===== src/rtl/rv32i_memaccess_if.sv =====
// Pipelined-Wishbone data-bus bundle between the rv32i memory-access stage
// (master) and the data memory or interconnect (slave).
interface rv32i_memaccess_if;
  logic        o_wb_cyc;
  logic        o_wb_stb;
  logic        o_wb_we;
  logic [31:0] o_wb_addr;
  logic [31:0] o_wb_data;
  logic [3:0]  o_wb_sel;
  logic        i_wb_ack;
  logic        i_wb_stall;
  logic [31:0] i_wb_data;

  modport master (
    output o_wb_cyc, o_wb_stb, o_wb_we, o_wb_addr, o_wb_data, o_wb_sel,
    input  i_wb_ack, i_wb_stall, i_wb_data
  );

  modport slave (
    input  o_wb_cyc, o_wb_stb, o_wb_we, o_wb_addr, o_wb_data, o_wb_sel,
    output i_wb_ack, i_wb_stall, i_wb_data
  );
endinterface


===== src/rtl/rv32i_memaccess.sv =====
// rv32i memory-access stage: turns loads/stores into pipelined-Wishbone cycles,
// passes ALU results through one register, and stalls execute while busy.
module rv32i_memaccess #(
  parameter int MAX_WAIT = 15
) (
  input  logic                    i_clk,
  input  logic                    i_rst_n,
  input  logic                    i_ce,
  input  logic                    i_load,
  input  logic                    i_store,
  input  logic [2:0]              i_funct3,
  input  logic [31:0]             i_y,
  input  logic [31:0]             i_rs2,
  input  logic [4:0]              i_rd_addr,
  input  logic [31:0]             i_rd,
  input  logic                    i_wr_rd,
  input  logic                    i_stall,
  input  logic                    i_flush,
  rv32i_memaccess_if.master       wb,
  output logic                    o_ce,
  output logic [4:0]              o_rd_addr,
  output logic [31:0]             o_rd,
  output logic                    o_wr_rd,
  output logic                    o_stall_from_mem,
  output logic                    o_misaligned,
  output logic                    o_bus_err
);

  localparam int CW = $clog2(MAX_WAIT + 1);

  typedef enum logic [1:0] {S_IDLE, S_REQ, S_WAIT} state_t;

  typedef struct packed {
    logic [4:0]  rd_addr;
    logic [31:0] rd;
    logic        wr_rd;
    logic        misaligned;
    logic        bus_err;
  } result_t;

  state_t        state, state_d;
  logic [CW-1:0] wait_cnt;
  logic          kill_q;
  logic          store_q;
  logic          buf_valid;
  logic [31:0]   addr_q, data_q;
  logic [3:0]    sel_q;

  // Datapath payload: only meaningful while a control flag marks it valid.
  logic          load_q;
  logic [2:0]    funct3_q;
  logic [1:0]    lo_q;
  logic [4:0]    rd_addr_q;
  result_t       buf_q;

  logic          mem_op, aligned, base_ok;
  logic          accept_mem, accept_mis, accept_alu;
  logic          strobe_taken, bus_ack, timeout, kill;
  logic          res_valid;
  result_t       res;
  logic [3:0]    lane_sel;
  logic [31:0]   lane_data;

  function automatic logic [31:0] extract(input logic [2:0]  f3,
                                          input logic [1:0]  lo,
                                          input logic [31:0] d);
    logic [7:0]  b;
    logic [15:0] h;
    b = d[{lo, 3'b000} +: 8];
    h = lo[1] ? d[31:16] : d[15:0];
    case (f3)
      3'b000:  extract = {{24{b[7]}}, b};
      3'b100:  extract = {24'd0, b};
      3'b001:  extract = {{16{h[15]}}, h};
      3'b101:  extract = {16'd0, h};
      default: extract = d;
    endcase
  endfunction

  assign mem_op  = i_load | i_store;
  assign aligned = (i_funct3[1:0] == 2'b01) ? ~i_y[0] :
                   (i_funct3[1:0] == 2'b10) ? (i_y[1:0] == 2'b00) : 1'b1;

  // A new instruction is only taken when idle, unflushed, unstalled and with
  // nowhere else for its result to go but the output register.
  assign base_ok    = (state == S_IDLE) & i_ce & ~i_flush & ~i_stall & ~buf_valid;
  assign accept_mem = base_ok & mem_op & aligned;
  assign accept_mis = base_ok & mem_op & ~aligned;
  assign accept_alu = base_ok & ~mem_op;

  assign strobe_taken = (state == S_REQ) & ~wb.i_wb_stall;
  assign bus_ack      = ((state == S_WAIT) | strobe_taken) & wb.i_wb_ack;
  assign timeout      = (state == S_WAIT) & ~wb.i_wb_ack & (wait_cnt == CW'(MAX_WAIT - 1));
  assign kill         = kill_q | i_flush;

  assign o_stall_from_mem = (state != S_IDLE) | buf_valid |
                            (i_ce & mem_op & aligned & ~i_flush);

  assign wb.o_wb_cyc  = (state != S_IDLE);
  assign wb.o_wb_stb  = (state == S_REQ);
  assign wb.o_wb_we   = (state != S_IDLE) & store_q;
  assign wb.o_wb_addr = addr_q;
  assign wb.o_wb_data = data_q;
  assign wb.o_wb_sel  = sel_q;

  always_comb begin
    // NOTE: every always_comb output gets a default first so no path leaves it
    // unassigned and infers a latch.
    lane_sel  = 4'b1111;
    lane_data = i_rs2;
    if (i_store) begin
      case (i_funct3[1:0])
        2'b00: begin
          lane_sel  = 4'b0001 << i_y[1:0];
          lane_data = {4{i_rs2[7:0]}};
        end
        2'b01: begin
          lane_sel  = i_y[1] ? 4'b1100 : 4'b0011;
          lane_data = {2{i_rs2[15:0]}};
        end
        default: ;
      endcase
    end
  end

  always_comb begin
    state_d = state;
    case (state)
      S_IDLE: if (accept_mem) state_d = S_REQ;
      S_REQ: begin
        if (wb.i_wb_stall) begin
          if (i_flush) state_d = S_IDLE;
        end else begin
          state_d = wb.i_wb_ack ? S_IDLE : S_WAIT;
        end
      end
      S_WAIT: if (bus_ack | timeout) state_d = S_IDLE;
      default: state_d = S_IDLE;
    endcase
  end

  // Exactly one result source can fire per cycle; a killed bus cycle yields none.
  always_comb begin
    res_valid = 1'b0;
    res       = '0;
    if (accept_alu) begin
      res_valid   = 1'b1;
      res.rd_addr = i_rd_addr;
      res.rd      = i_rd;
      res.wr_rd   = i_wr_rd;
    end else if (accept_mis) begin
      res_valid      = 1'b1;
      res.rd_addr    = i_rd_addr;
      res.misaligned = 1'b1;
    end else if (bus_ack & ~kill) begin
      res_valid   = 1'b1;
      res.rd_addr = rd_addr_q;
      res.rd      = load_q ? extract(funct3_q, lo_q, wb.i_wb_data) : 32'd0;
      res.wr_rd   = load_q;
    end else if (timeout & ~kill) begin
      res_valid   = 1'b1;
      res.rd_addr = rd_addr_q;
      res.bus_err = 1'b1;
    end
  end

  always_ff @(posedge i_clk) begin
    // NOTE: sequential state uses non-blocking assignments so every register
    // samples pre-edge values regardless of statement order.
    if (!i_rst_n) begin
      state        <= S_IDLE;
      wait_cnt     <= '0;
      kill_q       <= 1'b0;
      store_q      <= 1'b0;
      buf_valid    <= 1'b0;
      addr_q       <= '0;
      data_q       <= '0;
      sel_q        <= '0;
      o_ce         <= 1'b0;
      o_rd_addr    <= '0;
      o_rd         <= '0;
      o_wr_rd      <= 1'b0;
      o_misaligned <= 1'b0;
      o_bus_err    <= 1'b0;
    end else begin
      state    <= state_d;
      wait_cnt <= (state == S_WAIT) ? wait_cnt + CW'(1) : '0;

      if (accept_mem) begin
        addr_q  <= {i_y[31:2], 2'b00};
        data_q  <= lane_data;
        sel_q   <= lane_sel;
        store_q <= i_store;
        kill_q  <= 1'b0;
      end else if ((state != S_IDLE) && i_flush) begin
        kill_q <= 1'b1;
      end

      if (i_flush)
        buf_valid <= 1'b0;
      else if (res_valid && i_stall)
        buf_valid <= 1'b1;
      else if (!i_stall)
        buf_valid <= 1'b0;

      if (!i_stall) begin
        if (buf_valid && !i_flush) begin
          o_ce         <= 1'b1;
          o_rd_addr    <= buf_q.rd_addr;
          o_rd         <= buf_q.rd;
          o_wr_rd      <= buf_q.wr_rd;
          o_misaligned <= buf_q.misaligned;
          o_bus_err    <= buf_q.bus_err;
        end else if (res_valid) begin
          o_ce         <= 1'b1;
          o_rd_addr    <= res.rd_addr;
          o_rd         <= res.rd;
          o_wr_rd      <= res.wr_rd;
          o_misaligned <= res.misaligned;
          o_bus_err    <= res.bus_err;
        end else begin
          o_ce         <= 1'b0;
          o_wr_rd      <= 1'b0;
          o_misaligned <= 1'b0;
          o_bus_err    <= 1'b0;
        end
      end
    end
  end

  // NOTE: pure datapath registers carry no reset; their valid qualifiers do.
  always_ff @(posedge i_clk) begin
    if (accept_mem) begin
      load_q    <= i_load;
      funct3_q  <= i_funct3;
      lo_q      <= i_y[1:0];
      rd_addr_q <= i_rd_addr;
    end
    if (res_valid && i_stall)
      buf_q <= res;
  end

endmodule


===== src/flat_wrapper.sv =====
// flat-port wrapper written by rule: the top's interface ports become plain ports
module rv32i_memaccess_flat 
#(
  parameter int MAX_WAIT = 15
)
  (i_clk, i_rst_n, i_ce, i_load, i_store, i_funct3, i_y, i_rs2, i_rd_addr, i_rd, i_wr_rd, i_stall, i_flush, o_ce, o_rd_addr, o_rd, o_wr_rd, o_stall_from_mem, o_misaligned, o_bus_err, wb_o_wb_cyc, wb_o_wb_stb, wb_o_wb_we, wb_o_wb_addr, wb_o_wb_data, wb_o_wb_sel, wb_i_wb_ack, wb_i_wb_stall, wb_i_wb_data);
  rv32i_memaccess_if wb_i ();
  input  logic i_clk;
  input  logic i_rst_n;
  input  logic i_ce;
  input  logic i_load;
  input  logic i_store;
  input  logic [2:0] i_funct3;
  input  logic [31:0] i_y;
  input  logic [31:0] i_rs2;
  input  logic [4:0] i_rd_addr;
  input  logic [31:0] i_rd;
  input  logic i_wr_rd;
  input  logic i_stall;
  input  logic i_flush;
  output logic o_ce;
  output logic [4:0] o_rd_addr;
  output logic [31:0] o_rd;
  output logic o_wr_rd;
  output logic o_stall_from_mem;
  output logic o_misaligned;
  output logic o_bus_err;
  output wire logic [$bits(wb_i.o_wb_cyc)-1:0] wb_o_wb_cyc;
  output wire logic [$bits(wb_i.o_wb_stb)-1:0] wb_o_wb_stb;
  output wire logic [$bits(wb_i.o_wb_we)-1:0] wb_o_wb_we;
  output wire logic [$bits(wb_i.o_wb_addr)-1:0] wb_o_wb_addr;
  output wire logic [$bits(wb_i.o_wb_data)-1:0] wb_o_wb_data;
  output wire logic [$bits(wb_i.o_wb_sel)-1:0] wb_o_wb_sel;
  input wire logic [$bits(wb_i.i_wb_ack)-1:0] wb_i_wb_ack;
  input wire logic [$bits(wb_i.i_wb_stall)-1:0] wb_i_wb_stall;
  input wire logic [$bits(wb_i.i_wb_data)-1:0] wb_i_wb_data;
  assign wb_o_wb_cyc = wb_i.o_wb_cyc;
  assign wb_o_wb_stb = wb_i.o_wb_stb;
  assign wb_o_wb_we = wb_i.o_wb_we;
  assign wb_o_wb_addr = wb_i.o_wb_addr;
  assign wb_o_wb_data = wb_i.o_wb_data;
  assign wb_o_wb_sel = wb_i.o_wb_sel;
  assign wb_i.i_wb_ack = wb_i_wb_ack;
  assign wb_i.i_wb_stall = wb_i_wb_stall;
  assign wb_i.i_wb_data = wb_i_wb_data;
  rv32i_memaccess #(.MAX_WAIT(MAX_WAIT)) u_core (.i_clk(i_clk), .i_rst_n(i_rst_n), .i_ce(i_ce), .i_load(i_load), .i_store(i_store), .i_funct3(i_funct3), .i_y(i_y), .i_rs2(i_rs2), .i_rd_addr(i_rd_addr), .i_rd(i_rd), .i_wr_rd(i_wr_rd), .i_stall(i_stall), .i_flush(i_flush), .wb(wb_i), .o_ce(o_ce), .o_rd_addr(o_rd_addr), .o_rd(o_rd), .o_wr_rd(o_wr_rd), .o_stall_from_mem(o_stall_from_mem), .o_misaligned(o_misaligned), .o_bus_err(o_bus_err));
endmodule

===== config.mk =====
export PLATFORM = sky130hd
export DESIGN_NAME = rv32i_memaccess_flat
export DESIGN_NICKNAME = d
export VERILOG_FILES = /design/src/rtl/rv32i_memaccess_if.sv /design/src/rtl/rv32i_memaccess.sv /design/src/flat_wrapper.sv
export SDC_FILE = /design/constraint.sdc
export NUM_CORES = 1
export LEC_CHECK = 0
export BUFFER_PORTS_ARGS = -buffer_cell sky130_fd_sc_hd__buf_2
export CAP_MARGIN = 20
export CORE_MARGIN = 8
export CORE_UTILIZATION = 51
export CTS_CLUSTER_SIZE = 8
export DETAILED_ROUTE_END_ITERATION = 12
export PLACE_DENSITY = 0.81
export SLEW_MARGIN = 5
export SYNTH_ARGS = -nofsm -noshare
export SYNTH_HDL_FRONTEND = slang
export SYNTH_SLANG_ARGS = --single-unit

===== constraint.sdc =====
create_clock -name i_clk -period 3.82 [get_ports i_clk]
set_input_delay 0.764 -clock i_clk [delete_from_list [all_inputs] [get_ports i_clk]]
set_output_delay 0.764 -clock i_clk [all_outputs]
set_load 0.02 [all_outputs]

==> flow_summary_export.csv, run 1 <==
group,metric,value,unit
outcome,status,"finished, final reports clean",
layout,multiInputGateArea,3437,sq um
sta,slew_headroom,0.4480,
drt,drc,0,
worst_setup_path,cp_data_arrival_time,3.07,ns
drt,routed-wl-met2,11.29,mm
synth,ys.flop_type,"dfxtp_1",
drt,drt_wl_total,24.19,mm
drt,firstDrtPassIters,5,
placed_design,gp_routability_congestion,0.8813,
floorplan,die_y,137.9,microns
layout,final_nets,1177,
synth,synth_top_area_cell,"dfxtp_1",
synth,synth_edf_count,51,
run,cap_violations,0,
floorplan,rows,44,
clocking,clkTransAtPathRegs,0.06,ns
worst_setup_path,cp_slowest_cell,"edfxtp_1",
synth,synth_common_cells,"nand2_1 (157), dfxtp_1 (116), a21oi_1 (65), a22o_1 (51), edfxtp_1 (51)",
worst_setup_path,cp.required,4.00,ns
global_route,gr-total-overflow,0,
floorplan,core_area,14530,sq um
worst_setup_path,start_kind,"register",
clocking,cts_hold_buf,0,
drt,route.met3.wl,3.030,mm
floorplan,ios,259,
pwr,p_leak,3.882,nW
layout,stdcell_count,1226,
layout,layout-drive-gt1-share,0.3064,
global_route,grt_usage,0.2486,
synth,ys_seq_area_frac,0.5084,
worst_setup_path,critPathTopFamily,"flip-flops",
layout,fill_cells,1207,
sta,layout_min_cycle_time,2.889,ns
sta,fin_skew,0.009253,ns
worst_setup_path,r2r_slack,0.93,ns
worst_setup_path,path_buf_inv,2,
worst_setup_path,worstPathMaxFanout,17,
clocking,cts_tree,"done",
clocking,clockBufferDepth,2,
synth,synthTopCellsByArea,"dfxtp_1 (31%), edfxtp_1 (20%), nand2_1 (7.8%), a22o_1 (5.9%), a21oi_1 (4.3%)",
global_route,grt_pass1_wl,36.75,mm
floorplan,die_x,137.9,microns
clocking,clk_latency,0.43,ns
sta,final-hold-violation-count,0,
synth,yosys.cell_count.top_type,"nand2_1",
placed_design,port_buffers,256,
sta,setup_viol,0,
drt,vias,7150,
global_route,antenna_found_initial,1,
floorplan,die_area,19020,sq um
placed_design,dpl.hpwl,17.53,mm
worst_setup_path,critical_path_class,"reg -> reg",
clocking,cts_setup_buffers,0,
drt,topRoutingLayerUsed,"met5",
clocking,cts_resized,0,
global_route,grt_pass1_vias,7042,
sta,period_share,0.7562,
clocking,h-tree-depth,4,
drt,wl_per_cell,19.73,microns
global_route,grt_start_max_net_pins,77,
synth,avgSynthCellArea,9.463,sq um
drt,met1Wirelength,9.328,mm
worst_setup_path,slowest_delay,0.85,ns
worst_setup_path,endpoint_kind,"register",
sta,tightest_slew,0.8280,ns
synth,synth_top_area_frac,0.3064,
layout,area.sequential,3854,sq um
synth,ys_ff_latch,167,
min_path,hold_class,"reg -> reg",
pwr,peakVddDrop,0.3279,mV
layout,post-route-util,0.6562,
pwr,design_power_total,3.834,mW
worst_setup_path,worstPathCellList,"clkinv_1 -> mux4_2 -> a21oi_2 -> nor2_1 -> buf_4 -> a22o_1",
drt,first_iter_violations,692,
floorplan,initial_core_util,0.5215,
synth,ys_warn_count,0,
sta,finalSetupTns,0,ns
layout,area_delta_synth_final,25.82,%
synth,synthArstFlopShare,0,
sta,grt_setup_unrepaired,"no",
placed_design,dp.cells,1194,
drt,ant_nets,0,
synth,synth.distinct_cells,60,
pwr,p_per_area,402.0,nW/um^2
sta,maxSlewViolCount,0,
synth,syn_inst,801,
synth,synth_area,7580,sq um
clocking,cts_sinks,167,
sta,max_clock_freq,0.3462,GHz
drt,viasPerCell,5.832,
clocking,root_buffer,"clkbuf_16",
clocking,cts_made_buffers,17,
## stage by stage
step                      hold slack, ns  cell area, sq um  setup WS, ns
after floorplan                   0.4297              7584        0.6765
after global placement            0.4358              8981        0.8302
after detailed placement          0.4400              8981        0.6911
after CTS                         0.4488              9534        0.9640
after global routing              0.4656              9534        0.7740
final                             0.4476              9537        0.9313
## layout by cell type, fill, tap and decap left out, drive strengths merged, types with 4 or more instances in the layout
| cell | count |
|---|---|
| a22oi | 11 |
| nor2 | 43 |
| mux2i | 21 |
| o211ai | 31 |
| inv | 10 |
| and2 | 6 |
| edfxtp | 51 |
| nor3 | 6 |
| buf | 272 |
| a221oi | 9 |
| a21oi | 67 |
| nand3 | 5 |
| nand2b | 18 |
| dfxtp | 116 |
| o2bb2ai | 18 |
| nand2 | 158 |
| o21ai | 25 |
| a21o | 4 |
| clkbuf | 25 |
| o221ai | 8 |
| clkinv | 5 |
| a311oi | 5 |
| a41oi | 12 |
| o31ai | 4 |
| a211oi | 10 |
| nor2b | 16 |
| a22o | 51 |
## worst paths after layout
kind,from,to,depth (start not counted)
max,u_core.lo_q[1]$_DFFE_PP_,u_core.buf_q[20]$_DFFE_PP_,6
min,u_core.wb.o_wb_data[28]$_SDFFE_PN0P_,u_core.wb.o_wb_data[28]$_SDFFE_PN0P_,2
max reg2reg,u_core.lo_q[1]$_DFFE_PP_,u_core.buf_q[20]$_DFFE_PP_,6
min reg2reg,u_core.wb.o_wb_data[28]$_SDFFE_PN0P_,u_core.wb.o_wb_data[28]$_SDFFE_PN0P_,2
## tightest hold or removal path, delay by kind of cell, from the launching register on
| family | cells | cell delay (ns) |
|---|---|---|
| flops | 1 | 0.31 |
| simple gates | 1 | 0.05 |
| compound gates | 1 | 0.05 |
## logic make-up after synthesis
| kind of cell | share of synthesized area |
|---|---|
| XOR/XNOR | 0.003467 |
| multiplexers | 0.03813 |
| AND/OR/NAND/NOR | 0.1512 |
| buffers and inverters | 0.04028 |
| flip-flops | 0.5084 |
| other | 0.0004947 |
| AO/OA/AOI/OAI | 0.2547 |
| adder cells (fa/ha/maj) | 0.003301 |
## flip-flops by register name, indices dropped and copies added, names as in the netlist, 2 cells and up
register and cells:
u_core.wb.o_wb_sel 4, u_core.wb.o_wb_addr 30, u_core.rd_addr_q 5, u_core.buf_q 40, u_core.wait_cnt 4, u_core.state 2
u_core.funct3_q 3, u_core.o_rd 32, u_core.o_rd_addr 5, u_core.lo_q 2, u_core.wb.o_wb_data 32
## layer usage
layer / up-vias / global-route usage
li1: 3400 / -
met1: 3329 / 0.2930
met2: 374 / 0.4021
met3: 45 / 0.1007
met4: 2 / 0.08657
met5: - / 0
## area by class of cell
class / instances / area share
Antenna cell: 1 / 0.0002624
Multi-Input combinational cell: 562 / 0.3604
Tap cell: 184 / 0.02414
Clock inverter: 6 / 0.003805
Sequential cell: 167 / 0.4041
Inverter: 9 / 0.003542
Timing Repair Buffer: 272 / 0.1496
Clock buffer: 25 / 0.05419
## power by group
part | switching (mW) | internal, mW
combinational | 0.212 | 0.137
sequential | 0.0172 | 1.85
clock | 0.684 | 0.936
No activity file was read; power rests on OpenSTA's default activity.
==> run 2, diff against run 1 <==
==> constraint.sdc (replaced) <==
create_clock -name i_clk -period 2.7 [get_ports i_clk]
set_input_delay 0.54 -clock i_clk [delete_from_list [all_inputs] [get_ports i_clk]]
set_output_delay 0.54 -clock i_clk [all_outputs]
set_load 0.02 [all_outputs]
==> run 2 against run 1 <==
Compared with the run above: sequential cell count did not move; critical endpoint is now u_core.buf_q[31]$_DFFE_PP_; sequential power rose by 41%; design area rose by 1.6%; critical path depth fell by 1; register-to-register slack got worse by 0.57 ns; power rose by 45%; non-clock buffer count rose by 11; via count rose by 1.7%.
==> flow_summary_export.csv, run 2 (synthesis results as in run 1) <==
group,metric,value,unit
sta,setup_viol,0,
layout,final_nets,1188,
sta,fin_skew,0.006400,ns
drt,wl_per_cell,19.68,microns
layout,area_delta_synth_final,27.88,%
pwr,peakVddDrop,0.5762,mV
clocking,cts_hold_buf,0,
placed_design,gp_routability_congestion,0.8829,
min_path,hp-start,"i_funct3[2]",
worst_setup_path,r2r-end,"u_core.buf_q[31]$_DFFE_PP_",
global_route,grt_usage,0.2520,
layout,final_cell_mix,"buf_2 (256), nand2_1 (157), dfxtp_1 (116)",
pwr,p_per_area,573.6,nW/um^2
min_path,hold_class,"in -> reg",
sta,final-hold-violation-count,0,
global_route,grt_pass1_wl,37.49,mm
floorplan,die_area,19020,sq um
floorplan,ios,259,
layout,final_common_cell,"buf_2",
drt,vias,7273,
worst_setup_path,start_kind,"register",
clocking,clockBufferDepth,2,
sta,finalSetupTns,0,ns
floorplan,initial_core_util,0.5215,
layout,layout-drive-gt1-share,0.3162,
worst_setup_path,r2r-start,"u_core.lo_q[1]$_DFFE_PP_",
clocking,root_buffer,"clkbuf_16",
sta,period_share,0.8676,
sta,tightest_slew,0.8479,ns
drt,viasPerCell,5.865,
outcome,status,"finished, final reports clean",
sta,slew_headroom,0.4327,
global_route,gr-total-overflow,0,
floorplan,core_area,14530,sq um
global_route,antenna_found_initial,2,
sta,grt_setup_unrepaired,"no",
sta,maxSlewViolCount,0,
drt,met1Wirelength,9.514,mm
global_route,grt_pass1_vias,7164,
sta,layout_min_cycle_time,2.343,ns
worst_setup_path,cp_data_arrival_time,2.63,ns
worst_setup_path,r2r_slack,0.36,ns
drt,first_iter_violations,662,
placed_design,dp.cells,1205,
min_path,hold_depth,1,
worst_setup_path,endpoint_kind,"register",
drt,drc,0,
clocking,cts_setup_buffers,0,
layout,largest-register,"u_core.buf_q",
worst_setup_path,worstPathMaxFanout,12,
clocking,clk_latency,0.43,ns
layout,multiInputGateArea,3436,sq um
clocking,cts_tree,"done",
worst_setup_path,cp.required,2.99,ns
layout,largest_reg_flops,40,
drt,route.met3.wl,2.741,mm
clocking,h-tree-depth,4,
floorplan,die_y,137.9,microns
sta,max_clock_freq,0.4269,GHz
drt,ant_nets,0,
drt,firstDrtPassIters,5,
run,cap_violations,0,
drt,topRoutingLayerUsed,"met4",
worst_setup_path,critical_path_class,"reg -> reg",
placed_design,dpl.hpwl,17.93,mm
floorplan,die_x,137.9,microns
pwr,design_power_total,5.560,mW
clocking,clkTransAtPathRegs,0.07,ns
drt,drt_wl_total,24.40,mm
sta,holdWs,0.2913,ns
worst_setup_path,rr_worst_depth,5,
layout,area.sequential,3854,sq um
layout,fill_cells,1204,
placed_design,port_buffers,256,
floorplan,rows,44,
pwr,p_leak,3.960,nW
layout,stdcell_count,1240,
min_path,hold_end,"u_core.funct3_q[2]$_DFFE_PP_",
clocking,cts_made_buffers,17,
clocking,cts_resized,0,
drt,routed-wl-met2,11.77,mm
clocking,cts_sinks,167,
layout,post-route-util,0.6669,
global_route,grt_start_max_net_pins,58,
==> run 2: cell count changes in the layout (fill, tap and decap cells not counted), moves of 2 or more <==
cell / previous run / this run
clkinv_2: 3 / 1
clkbuf_1: 3 / 0
clkinv_4: 0 / 3
diode_2: 1 / 3
clkbuf_8: 4 / 0
inv_6: 1 / 5
buf_4: 14 / 22
buf_12: 2 / 5
==> run 2: metrics by stage <==
stage | area (sq um) | setup WS (ns)
2_1_floorplan | 7585 | 0.2015
3_3_place_gp | 9100 | 0.2863
3_5_place_dp | 9100 | 0.2324
4_1_cts | 9686 | 0.3695
5_1_grt | 9691 | 0.1936
6_report | 9693 | 0.3575
==> run 2: critical path, stage by stage (launching register included) <==
cell	delay, ns
edfxtp_1	0.51
clkinv_1	0.30
mux4_2	0.43
a21oi_2	0.06
nor2_1	0.66
a22o_1	0.24
==> run 2: area by class of cell <==
cell class | count | share of cell area
clock inverters | 14 | 0.01394
diodes | 3 | 0.0007745
multi-input cells | 562 | 0.3545
flip-flops and latches | 167 | 0.3976
inverters | 9 | 0.003485
clock buffers | 18 | 0.04647
well taps | 184 | 0.02375
repair buffers | 283 | 0.1595
==> run 2: power by group <==
group          internal [mW]  switching [mW]
clock network           1.35            1.07
registers               2.61          0.0224
logic                  0.202           0.304
==> run 2: layer usage <==
| metal | global-route usage | up-vias |
|---|---|---|
| li1 | - | 3430 |
| met1 | 0.2958 | 3441 |
| met2 | 0.4204 | 375 |
| met3 | 0.09855 | 27 |
| met4 | 0.06866 | 0 |
| met5 | 0 | - |
==> run 2: worst max path at each step <==
stage,from,depth (start not counted),end
final,u_core.lo_q[1]$_DFFE_PP_,5,u_core.buf_q[31]$_DFFE_PP_
after floorplan,i_flush,4,u_core.buf_q[0]$_DFFE_PP_
after global routing,u_core.lo_q[1]$_DFFE_PP_,5,u_core.buf_q[31]$_DFFE_PP_
after global placement,i_flush,6,u_core.buf_q[3]$_DFFE_PP_
after CTS,u_core.lo_q[1]$_DFFE_PP_,5,u_core.buf_q[31]$_DFFE_PP_
after detailed placement,i_flush,6,u_core.buf_q[24]$_DFFE_PP_
==> run 3, diff against run 2 <==
==> constraint.sdc (replaced) <==
create_clock -name i_clk -period 2.7 [get_ports i_clk]
set_input_delay 0.27 -clock i_clk [delete_from_list [all_inputs] [get_ports i_clk]]
set_output_delay 0.27 -clock i_clk [all_outputs]
set_load 0.02 [all_outputs]
==> run 3 against run 2 <==
Compared with the run above: register-to-register slack got worse by 0.04 ns; core utilization decreased by 0.27 points; hold slack worse by 0.25 ns; critical endpoint is now u_core.buf_q[29]$_DFFE_PP_; largest cell class unchanged.
==> flow_summary_export.csv, run 3 (synthesis results as in run 1) <==
group,metric,value,unit
layout,final_cell_mix,"buf_2 (256), nand2_1 (157), dfxtp_1 (116)",
clocking,clk_latency,0.42,ns
layout,area_delta_synth_final,27.37,%
sta,period_share,0.8825,
sta,layout_setup_ws,0.3173,ns
layout,final_area,9654,sq um
drt,first_iter_violations,694,
min_path,hold_class,"in -> reg",
drt,route.met3.wl,2.922,mm
sta,grt_setup_unrepaired,"no",
clocking,cts_hold_buf,0,
drt,drt_wl_total,24.64,mm
sta,maxSlewViolCount,0,
pwr,seqPwrFrac,0.469,
global_route,antenna_found_initial,2,
floorplan,core_area,14530,sq um
pwr,p_clk_frac,0.441,
worst_setup_path,cp_data_arrival_time,2.55,ns
floorplan,initial_core_util,0.5215,
worst_setup_path,critPathTopFamily,"multiplexers",
drt,viasPerCell,5.858,
sta,fin_skew,0.009318,ns
clocking,cts_made_buffers,17,
worst_setup_path,path_buf_inv,0,
floorplan,rows,44,
clocking,cts_sinks,167,
worst_setup_path,start_kind,"register",
drt,drc,0,
drt,firstDrtPassIters,6,
floorplan,ios,259,
layout,stdcell_count,1233,
worst_setup_path,worstPathCellList,"mux2_1 -> mux4_2 -> a21oi_2 -> nor2_1 -> a22o_1",
pwr,p_leak,3.933,nW
worst_setup_path,rr_worst_depth,5,
worst_setup_path,slowest_delay,0.50,ns
drt,vias,7223,
pwr,peakVddDrop,0.6259,mV
floorplan,die_y,137.9,microns
drt,routed-wl-met2,12.01,mm
layout,layout-drive-gt1-share,0.3078,
global_route,grt_pass1_wl,37.54,mm
clocking,clockBufferDepth,2,
pwr,p_switching,1.300,mW
clocking,root_buffer,"clkbuf_16",
drt,met1Wirelength,9.295,mm
layout,largest_reg_flops,40,
clocking,cts_tree,"done",
worst_setup_path,critical_path_class,"reg -> reg",
global_route,grt_start_max_net_pins,58,
sta,layout_min_cycle_time,2.383,ns
clocking,cts_setup_buffers,0,
sta,tightest_slew,0.8774,ns
sta,max_clock_freq,0.4197,GHz
run,cap_violations,0,
placed_design,dpl_cell_area,9035,sq um
placed_design,dpl.hpwl,18.09,mm
min_path,hold_depth,1,
global_route,grt_usage,0.2541,
worst_setup_path,endpoint_kind,"register",
pwr,power.share.switching,0.2311,
floorplan,die_area,19020,sq um
drt,ant_nets,0,
sta,final-hold-violation-count,0,
placed_design,port_buffers,256,
floorplan,die_x,137.9,microns
drt,wl_per_cell,19.99,microns
layout,final_nets,1181,
worst_setup_path,worstPathMaxFanout,12,
worst_setup_path,cp_num_cells,5,
worst_setup_path,cp_slowest_cell,"edfxtp_1",
global_route,grt_pass1_vias,7092,
pwr,p_comb_frac,0.090,
placed_design,dp.cells,1198,
sta,finalSetupTns,0,ns
pwr,p_per_area,582.7,nW/um^2
placed_design,preCtsSetupSlack,0.3613,ns
sta,setup_viol,0,
clocking,h-tree-depth,4,
placed_design,gp_routability_congestion,0.8783,
global_route,gr-total-overflow,0,
clocking,cts_resized,0,
layout,final_common_cell,"buf_2",
outcome,status,"finished, final reports clean",
pwr,p_int,4.325,mW
worst_setup_path,cp.required,2.87,ns
sta,slew_headroom,0.4129,
clocking,clkTransAtPathRegs,0.06,ns
layout,largest-register,"u_core.buf_q",
drt,topRoutingLayerUsed,"met4",
[run 3: power groups by stage]
stage | Clock (mW) | Sequential, mW | Combinational [mW]
6_report | 2.48 | 2.64 | 0.507
5_1_grt | 2.62 | 2.64 | 0.548
4_1_cts | 2.52 | 2.63 | 0.506
3_5_place_dp | 0 | 2.69 | 0.503
3_3_place_gp | 0 | 2.69 | 0.496
2_1_floorplan | 0 | 2.72 | 0.221
[run 3: routing by layer]
metal	vias up	GRT usage
met5	-	0
met4	0	0.07642
met3	29	0.09529
met2	385	0.4282
met1	3395	0.2945
li1	3414	-
[run 3: path summary, 6_finish.rpt]
| path | from | end | slack [ns] |
|---|---|---|---|
| worst max-delay path | u_core.lo_q[0]$_DFFE_PP_ | u_core.buf_q[29]$_DFFE_PP_ | 0.32 |
| worst min-delay path | i_funct3[2] | u_core.funct3_q[2]$_DFFE_PP_ | 0.05 |
| worst max register to register | u_core.lo_q[0]$_DFFE_PP_ | u_core.buf_q[29]$_DFFE_PP_ | 0.32 |
| worst min register to register | u_core.wb.o_wb_addr[2]$_SDFFE_PN0P_ | u_core.wb.o_wb_addr[2]$_SDFFE_PN0P_ | 0.45 |
[run 3: area by class of cell]
class	count	area, sq um
Clock inverter	5	55.05
Timing Repair Buffer	276	1481
Multi-Input combinational cell	562	3436
Antenna cell	3	7.507
Fill cell	1179	4880
Inverter	9	33.78
Tap cell	184	230.2
Clock buffer	27	556.8
Sequential cell	167	3854
[run 3: through the flow]
| step | util | hold slack (ns) | power, mW |
|---|---|---|---|
| floorplan | - | 0.3487 | 2.945 |
| global placement | 0.6216 | 0.4364 | 3.183 |
| detailed placement | 0.6216 | 0.4428 | 3.192 |
| CTS | 0.6637 | 0.03190 | 5.659 |
| global route | 0.6641 | 0.03099 | 5.803 |
| finish | 0.6643 | 0.04596 | 5.625 |
